File: config.mk
export PLATFORM = sky130hd
export DESIGN_NAME = sqed_mem_bridge
export DESIGN_NICKNAME = d
export VERILOG_FILES = /design/src/rtl/sqed_mem_pkg.sv /design/src/rtl/sqed_mem_array.sv /design/src/rtl/sqed_mem_bridge.sv
export SDC_FILE = /design/constraint.sdc
export NUM_CORES = 2
export LEC_CHECK = 0
export BUFFER_PORTS_ARGS = -buffer_cell sky130_fd_sc_hd__buf_4
export CAP_MARGIN = 20
export CORE_MARGIN = 2
export CORE_UTILIZATION = 56
export CTS_CLUSTER_DIAMETER = 80
export CTS_CLUSTER_SIZE = 40
export DETAILED_ROUTE_END_ITERATION = 16
export PLACE_DENSITY = 0.79
export SLEW_MARGIN = 0
export SYNTH_ARGS = -nofsm -noshare
export SYNTH_HDL_FRONTEND = slang
export SYNTH_SLANG_ARGS = --single-unit
export TNS_END_PERCENT = 100
File: constraint.sdc
create_clock -name clk -period 3.8 [get_ports clk]
set_clock_uncertainty 0.15 [all_clocks]
set_input_delay 0 -clock clk [delete_from_list [all_inputs] [get_ports clk]]
set_output_delay 0 -clock clk [all_outputs]
set_load 0.02 [all_outputs]
File: src/rtl/sqed_mem_pkg.sv
// rtl/sqed_mem_pkg.sv - shared types and constants for the SQED memory bridge
package sqed_mem_pkg;

    typedef enum logic [1:0] {
        IDLE,
        WAIT,
        RESP
    } state_e;

    // Source of mem_rdata during and after a response.
    typedef enum logic [1:0] {
        RSEL_ZERO,
        RSEL_ARRAY,
        RSEL_OOR
    } rsel_e;

    localparam logic [31:0] OOR_RDATA_DEFAULT = 32'h0000_0013;
    localparam int          CNT_W             = 16;

endpackage

File: src/rtl/sqed_mem_array.sv
// rtl/sqed_mem_array.sv - single-port byte-writable RAM, synchronous read-before-write
module sqed_mem_array #(
    parameter int WORDS = 32,
    parameter int AW    = $clog2(WORDS)
) (
    input  logic          clk,
    input  logic          en,
    input  logic [3:0]    we,
    input  logic [AW-1:0] addr,
    input  logic [31:0]   wdata,
    output logic [31:0]   rdata
);

    logic [31:0] mem_q [WORDS];
    logic [31:0] rdata_q;

    // Read returns the word as it was before this edge's byte writes land.
    always_ff @(posedge clk) begin
        if (en) begin
            rdata_q <= mem_q[addr];
            for (int i = 0; i < 4; i++) begin
                if (we[i]) begin
                    mem_q[addr][8*i +: 8] <= wdata[8*i +: 8];
                end
            end
        end
    end

    assign rdata = rdata_q;

endmodule

File: src/rtl/sqed_mem_bridge.sv
// rtl/sqed_mem_bridge.sv - picorv32 native memory slave with wait states, range check and counters
module sqed_mem_bridge
    import sqed_mem_pkg::*;
#(
    parameter int          WORDS       = 32,
    parameter int          WAIT_CYCLES = 0,
    parameter logic [31:0] OOR_RDATA   = OOR_RDATA_DEFAULT
) (
    input  logic        clk,
    input  logic        reset,
    input  logic        mem_valid,
    input  logic        mem_instr,
    input  logic [31:0] mem_addr,
    input  logic [31:0] mem_wdata,
    input  logic [3:0]  mem_wstrb,
    output logic        mem_ready,
    output logic [31:0] mem_rdata,
    output logic        oob_err,
    output logic [15:0] rd_cnt,
    output logic [15:0] wr_cnt
);

    localparam int AW = $clog2(WORDS);

    state_e           state_q, state_d;
    logic [3:0]       stall_q, stall_d;
    logic [29:0]      idx_q, idx_d;
    logic [31:0]      wdata_q, wdata_d;
    logic [3:0]       wstrb_q, wstrb_d;
    logic             instr_q, instr_d;
    logic             ready_q, ready_d;
    rsel_e            rsel_q, rsel_d;
    logic             oob_q, oob_d;
    logic [CNT_W-1:0] rd_cnt_q, rd_cnt_d;
    logic [CNT_W-1:0] wr_cnt_q, wr_cnt_d;
    logic             fire;
    logic             in_range;
    logic             arr_en;
    logic [31:0]      arr_rdata;
    logic             unused_bits;

    // fire marks the edge that enters RESP; the access uses the request as it
    // will be captured on that same edge, so zero-wait requests skip a cycle.
    always_comb begin
        state_d  = state_q;
        stall_d  = stall_q;
        idx_d    = idx_q;
        wdata_d  = wdata_q;
        wstrb_d  = wstrb_q;
        instr_d  = instr_q;
        ready_d  = 1'b0;
        rsel_d   = rsel_q;
        oob_d    = oob_q;
        rd_cnt_d = rd_cnt_q;
        wr_cnt_d = wr_cnt_q;
        fire     = 1'b0;

        unique case (state_q)
            IDLE: begin
                if (mem_valid) begin
                    idx_d   = mem_addr[31:2];
                    wdata_d = mem_wdata;
                    wstrb_d = mem_wstrb;
                    instr_d = mem_instr;
                    if (WAIT_CYCLES > 0) begin
                        state_d = WAIT;
                        stall_d = 4'(WAIT_CYCLES - 1);
                    end else begin
                        state_d = RESP;
                        fire    = 1'b1;
                    end
                end
            end
            WAIT: begin
                if (stall_q == 4'd0) begin
                    state_d = RESP;
                    fire    = 1'b1;
                end else begin
                    stall_d = stall_q - 4'd1;
                end
            end
            RESP: state_d = IDLE;
            default: state_d = IDLE;
        endcase

        in_range = (idx_d[29:AW] == '0);

        if (fire) begin
            ready_d = 1'b1;
            if (in_range) begin
                rsel_d = RSEL_ARRAY;
            end else begin
                rsel_d = RSEL_OOR;
                oob_d  = 1'b1;
            end
            if (wstrb_d != 4'b0000) begin
                if (wr_cnt_q != '1) wr_cnt_d = wr_cnt_q + 16'd1;
            end else begin
                if (rd_cnt_q != '1) rd_cnt_d = rd_cnt_q + 16'd1;
            end
        end
    end

    always_ff @(posedge clk or posedge reset) begin
        if (reset) begin
            state_q  <= IDLE;
            stall_q  <= 4'd0;
            idx_q    <= '0;
            wdata_q  <= '0;
            wstrb_q  <= '0;
            instr_q  <= 1'b0;
            ready_q  <= 1'b0;
            rsel_q   <= RSEL_ZERO;
            oob_q    <= 1'b0;
            rd_cnt_q <= '0;
            wr_cnt_q <= '0;
        end else begin
            state_q  <= state_d;
            stall_q  <= stall_d;
            idx_q    <= idx_d;
            wdata_q  <= wdata_d;
            wstrb_q  <= wstrb_d;
            instr_q  <= instr_d;
            ready_q  <= ready_d;
            rsel_q   <= rsel_d;
            oob_q    <= oob_d;
            rd_cnt_q <= rd_cnt_d;
            wr_cnt_q <= wr_cnt_d;
        end
    end

    // An edge that sees reset must not let the RAM complete a write.
    assign arr_en = fire & in_range & ~reset;

    sqed_mem_array #(
        .WORDS (WORDS),
        .AW    (AW)
    ) u_array (
        .clk   (clk),
        .en    (arr_en),
        .we    (wstrb_d),
        .addr  (idx_d[AW-1:0]),
        .wdata (wdata_d),
        .rdata (arr_rdata)
    );

    always_comb begin
        mem_rdata = 32'h0;
        case (rsel_q)
            RSEL_ARRAY: mem_rdata = arr_rdata;
            RSEL_OOR:   mem_rdata = OOR_RDATA;
            default:    mem_rdata = 32'h0;
        endcase
    end

    assign mem_ready   = ready_q;
    assign oob_err     = oob_q;
    assign rd_cnt      = rd_cnt_q;
    assign wr_cnt      = wr_cnt_q;
    assign unused_bits = ^{mem_addr[1:0], instr_q};

endmodule

## Word level (Yosys, flattened, before mapping)

Memories as Yosys holds them, arrays and structs flattened. A register that Yosys moved wholly into a read port is not among the register bits.
Cells that the tools add are included.

- Flip-flop bits (word level): 108
- Memory bits (writable): 1024
- Output and inout bits: 66
- Word-level logic and storage cells: 63
- Memories kept: 1

- Add/sub/neg operators: 3
- Equality and inequality tests: 7
- Mux-type cells: 27
- Bitwise logic cells: 6
- Reduce and logical (&&, ||, !) cells: 9

Memory list:

| memory | words | width | read ports | clocked after memory_dff | wr ports | line | RTL |
|---|---|---|---|---|---|---|---|
| u_array.mem_q | 32 | 32 | 1 | 1 | 1 | sqed_mem_array.sv:14 | `logic [31:0] mem_q [WORDS];` |

Operators with widths:

| kind | count |
|---|---|
| 32-bit two-way mux | 2 |
| 32-bit one-hot mux with 2 select lines | 1 |
| 30-bit two-way mux | 2 |
| 16-bit by 1-bit adder with 16-bit output, second input constant | 2 |
| 16-bit inequality test, second input constant | 2 |
| 25-bit zero test | 1 |
| 1-bit two-way mux | 15 |
| 4-bit two-way mux | 2 |
| 2-bit two-way mux | 3 |
| 2-bit AND reduction | 3 |
| 3-bit AND reduction | 2 |
| 2-bit by 1-bit equality test with 1-bit output, second input constant | 2 |
| 4-bit zero test | 1 |
| 2-bit inequality test, second input constant | 2 |
| 1-bit NOT | 4 |
| 2-bit one-hot mux with 2 select lines | 1 |
| 4-bit nonzero test | 1 |
| 4-bit by 1-bit subtractor with 4-bit output, second input constant | 1 |
| 1-bit bitwise AND | 2 |
| 2-bit equality test, second input constant | 1 |
| 2-bit zero test | 1 |
| 1-bit one-hot mux with 2 select lines | 1 |

## Logic depth before layout (Yosys ltp)

- Depth after elaboration: 7
- Gate-level depth with buffers: 10
- Gate-level depth less buffers: 8

## By module

A second synthesis with hierarchy kept.

- Cells, all modules: 2622
- Area, all modules: 44227.4 µm²

By module, submodules not included:

| module | instances | cells each | area an instance (µm²) | seq. area each (µm²) |
|---|---|---|---|---|
| sqed_mem_array | 1 | 2230 | 40523.9 | 31710.4 |
| sqed_mem_bridge | 1 | 392 | 3703.6 | 1951.9 |

## Worst setup path before layout

OpenSTA, ideal clock, no wires.

- Path kind: reg-to-reg
- Start point: register state_q[1]
- End point: memory u_array.mem_q[0][16] (enable)
- Arrival: 3.697 ns
- Data required time: 3.267 ns
- Path slack: -0.431 ns
- Stages on the path, launching flop included: 10
- Path buffers: 2
- Period minus slack after synthesis: 4.231 ns
- Cells stage by stage: dfrtp_1 > nand2b_2 > inv_2 > buf_2 > mux2i_1 > o2111ai_1 > nor4_4 > nand2_1 > clkbuf_1 > nor3_1

- Word-level cells in the longest chain between the ends: 7
- Elaborated cells on any way between the ends: 11

RTL lines:

| item | line | RTL |
|---|---|---|
| start: declaration | sqed_mem_bridge.sv:25 | `state_e state_q, state_d;` |
| start signal: assignment | sqed_mem_bridge.sv:118 | `state_q <= state_d;` |
| 2-bit zero test | sqed_mem_bridge.sv:58 | `unique case (state_q)` |
| 30-bit two-way mux | sqed_mem_bridge.sv:58 |  |
| 25-bit zero test | sqed_mem_bridge.sv:86 | `in_range = (idx_d[29:AW] == '0);` |
| 1-bit bitwise AND (2 in series) | sqed_mem_bridge.sv:133 | `assign arr_en = fire & in_range & ~reset;` |
| 1-bit two-way mux | sqed_mem_array.sv:19 | `if (en) begin` |
| 1-bit two-way mux (implied by the code) | sqed_mem_array.sv:23 | `mem_q[addr][8*i +: 8] <= wdata[8*i +: 8];` |
| end: declaration | sqed_mem_array.sv:14 |  |

Several ways; a longest one is shown, not always the timed one.

## Final worst setup path

- Start point: register state_q[1]
- End point: register oob_q (netlist: oob_err)

- Word-level cells in the longest chain between the ends: 5
- Elaborated cells on any way between the ends: 7

RTL lines:

| item | line | RTL |
|---|---|---|
| 2-bit zero test | sqed_mem_bridge.sv:58 |  |
| 30-bit two-way mux | sqed_mem_bridge.sv:58 |  |
| 25-bit zero test | sqed_mem_bridge.sv:86 |  |
| 1-bit NOT (no source line) | - |  |
| 2-bit AND reduction (no source line) (*) | - |  |
| end signal: assignment | sqed_mem_bridge.sv:126 | `oob_q <= oob_d;` |
| end: declaration | sqed_mem_bridge.sv:33 | `logic oob_q, oob_d;` |

Every way passes the cells marked *; elsewhere a longest branch is shown, timed or not.
A chain may end at the register's enable or synchronous reset.

==> metrics <==
Setup-failing EPs final 0; WHS Path Cells 3; Port Buffers around 130; internal power 0.0177 W; Synth Area in XOR/XNOR 0.500%; P_sw 0.00597 W; Clock power frac 25.7%; Power Dens Cells 474 nW/µm²; Slew Limit Fails 0; clk sinks 1135; # IOs 138; status finished clean; Reg clk slew, reported paths 0.13 ns; Tmin final 3.68 ns; DR WL/cell 28.6 µm; Detailed Place HPWL 62700 µm; post-synthesis sequential area ratio about three quarters; Die Y 284 µm; DRC violations left 0; clock buffer depth 3; Synth cell types 49; combinational share of power 14.4%; Worst setup SP type register; Die W 284 µm; drt first-iter violations 3014; asr flop ratio synth between 6 and 7%; initial antenna violation count 3; first-pass GRT wire length ~150000 µm; Post-Synth Adder-Cell Area 0.114%; via count 22900; largest net degree at the start of global routing 129; Reg2Reg Depth 9; die area roughly 80000 µm²; largest family of logic cells by synthesized area multiplexers; Worst-Skew Late Latency 0.64 ns; fmax 272 MHz; synthesized flop and latch total 1135; Yosys warning count 0; Final ANT Viol Nets 0; CTS tree built; final instance area 50000 µm²; Crit. End Element register; Mapped Area roughly 44000 µm²; H-tree depth 2; Worst EP arrival roughly 4.1 ns; Fin. Hold Viols 0; mux share of post-synthesis cell area between 10% and 20%; slew margin rel. 16.0%; Synth Area in Simple Gates approximately 4.7%; Pre-antenna DRT Iters 5; number of global-route vias before repair 23200; Pleak 16.6 nW; syn_area_per_cell 20.2 µm²; Tcrit/Tclk final 96.8%; Max IR drop VDD 0.000342 V; required time of the critical path 4.17 ns; Synth Flop Type edfxtp_1; grt total ovfl 0; # rows 102; placed inst area 47400 µm²; RSZ-0062 raised after global routing false; power share of the sequential group between 50% and 60%; RD Place Congestion approximately 0.84; initial core utilization 56.5%; routed wire length roughly 100000 µm; worst-margin pin slew between 1 and 1.5 ns; GR Util All Layers 25.0%; detail-routed via count per cell around 6.4; CP Class register to register; switching share of total power between 20% and 30%; Post-synth EDFFs approximately 1100; Cells after Synth between 2000 and 2500; TritonCTS Buffers 40; crit path max fanout 15; Compound-Gate Fraction of Synth Area 2.76%; ANT cells 0; final core occ 64.5%; layout cells sized above 1 28.5%; Placeable Area approximately 77000 µm²; NumNets Final 2565; Synth-to-Final Area Change 14.2%; max-cap violation count 0; syn_nets 2238; Worst Hold Class primary input to register; Root Buffer clkbuf_16
## synth_stat cells (all sizes together), types with 3 or more instances
library cell	count	area share, %
nor3	138	1.6
nor4	5	0.11
o31ai	3	0.051
nor2	55	0.47
inv	13	0.11
a22oi	64	1.1
and4	4	0.080
a31oi	4	0.057
a21oi	3	0.034
and2	31	0.44
or4	3	0.051
ha	4	0.11
xor2	8	0.16
a22o	64	1.3
nand3	47	0.54
buf	46	0.69
mux4	256	13
dfrtp	79	4.5
clkbuf	89	0.76
o21ai	6	0.069
xnor2	17	0.34
edfxtp	1056	72
nand2	133	1.1
mux2i	6	0.15
nand4	6	0.086
## area by class of cell
class | instances | area, µm²
flip-flops and latches | 1135 | 33700
fillers | 4955 | 27500
multi-input cells | 879 | 9680
repair buffers | 420 | 3850
well taps | 1040 | 1300
clock buffers | 48 | 1070
clock inverters | 22 | 314
inverters | 13 | 68.8
## per-layer routing
layer / track usage [%] / wire (µm)
met1: 34.9 / 38200
met2: 40.9 / 50600
met3: 4.23 / 9320
met4: 8.24 / 3490
met5: 0 / 31
## flip-flops by register name, summed over array words and instances (netlist names)
signal and cells:
wr_cnt 16, wdata_q 32, rd_cnt 16, oob_err 1
idx_q 10, u_array.rdata 32, rsel_q 2, mem_ready 1
state_q 1, u_array.mem_q 1024
## power groups by stage
stage	combinational (W)	clock [W]	sequential, W
global placement	0.00308	0	0.0144
CTS	0.00325	0.00611	0.0142
detailed placement	0.00320	0	0.0145
floorplan	0.00193	0	0.0145
finish	0.00342	0.00608	0.0142
global route	0.00362	0.00648	0.0142
## layout by cell type, fill, tap and decap left out, drive strengths merged, types with 3 or more instances in the layout
master and n:
a21oi 3, a22o 64, a22oi 64, a31oi 4, and2 31, and4 4, buf 344, clkbuf 50
clkinv 7, dfrtp 79, dlygate4sd3 74, edfxtp 1056, ha 4, inv 26, mux2i 6, mux4 256
nand2 133, nand3 47, nand4 6, nor2 55, nor3 138, nor4 5, o21ai 6, o31ai 3
or4 3, xnor2 17, xor2 8
## path summary, 6_finish.rpt
check	start	to	slack, ns
min in group asynchronous	reset	wdata_q[31]	0.60
worst max-delay path	state_q[1]	oob_err	0.12
worst max register to register	state_q[1]	oob_err	0.12
worst min register to register	rd_cnt[13]	rd_cnt[13]	0.36
max in group asynchronous	reset	rd_cnt[8]	2.00
worst min-delay path	mem_wdata[21]	u_array.mem_q[27][21]	0.01
## cells by family after synthesis
group | after synthesis
simple gates | 433
buf+inv | 148
mux | 264
flops | 1135
xor+xnor | 25
compound gates | 153
fa+ha+maj | 4
## critical path: stages (launching register included)
cell and delay, ns:
dfrtp_1 0.45, nand2b_4 0.17, inv_4 0.17, mux2i_2 0.28
o2111ai_2 0.15, dlygate4sd3_1 0.62, or2_2 0.27, dlygate4sd3_1 0.56
a21o_1 0.19, dlygate4sd3_1 0.55
## what timing repair did
| item | 4_1_cts | 5_1_grt |
|---|---|---|
| buffers inserted | 0 | 1 |
| endpoints found under the hold margin | 686 | 247 |
| hold buffers | 59 | 15 |
| resized for setup | 0 | 2 |
| setup endpoints to repair | 0 | 43 |
## stage by stage
step	total power (W)	setup WS (ns)	std cells	TNS, ns	hold slack, ns
final	0.0237	0.120	3557	0	0.0102
after global routing	0.0243	0.0154	3557	0	0.0279
after CTS	0.0235	0.0487	3520	0	0.104
after detailed placement	0.0177	0.102	3391	0	0.0617
after global placement	0.0175	0.0140	3380	0	0.0551
after floorplan	0.0164	-0.330	2162	-248.43	-0.0446
No activity file was read; power rests on OpenSTA's default activity.
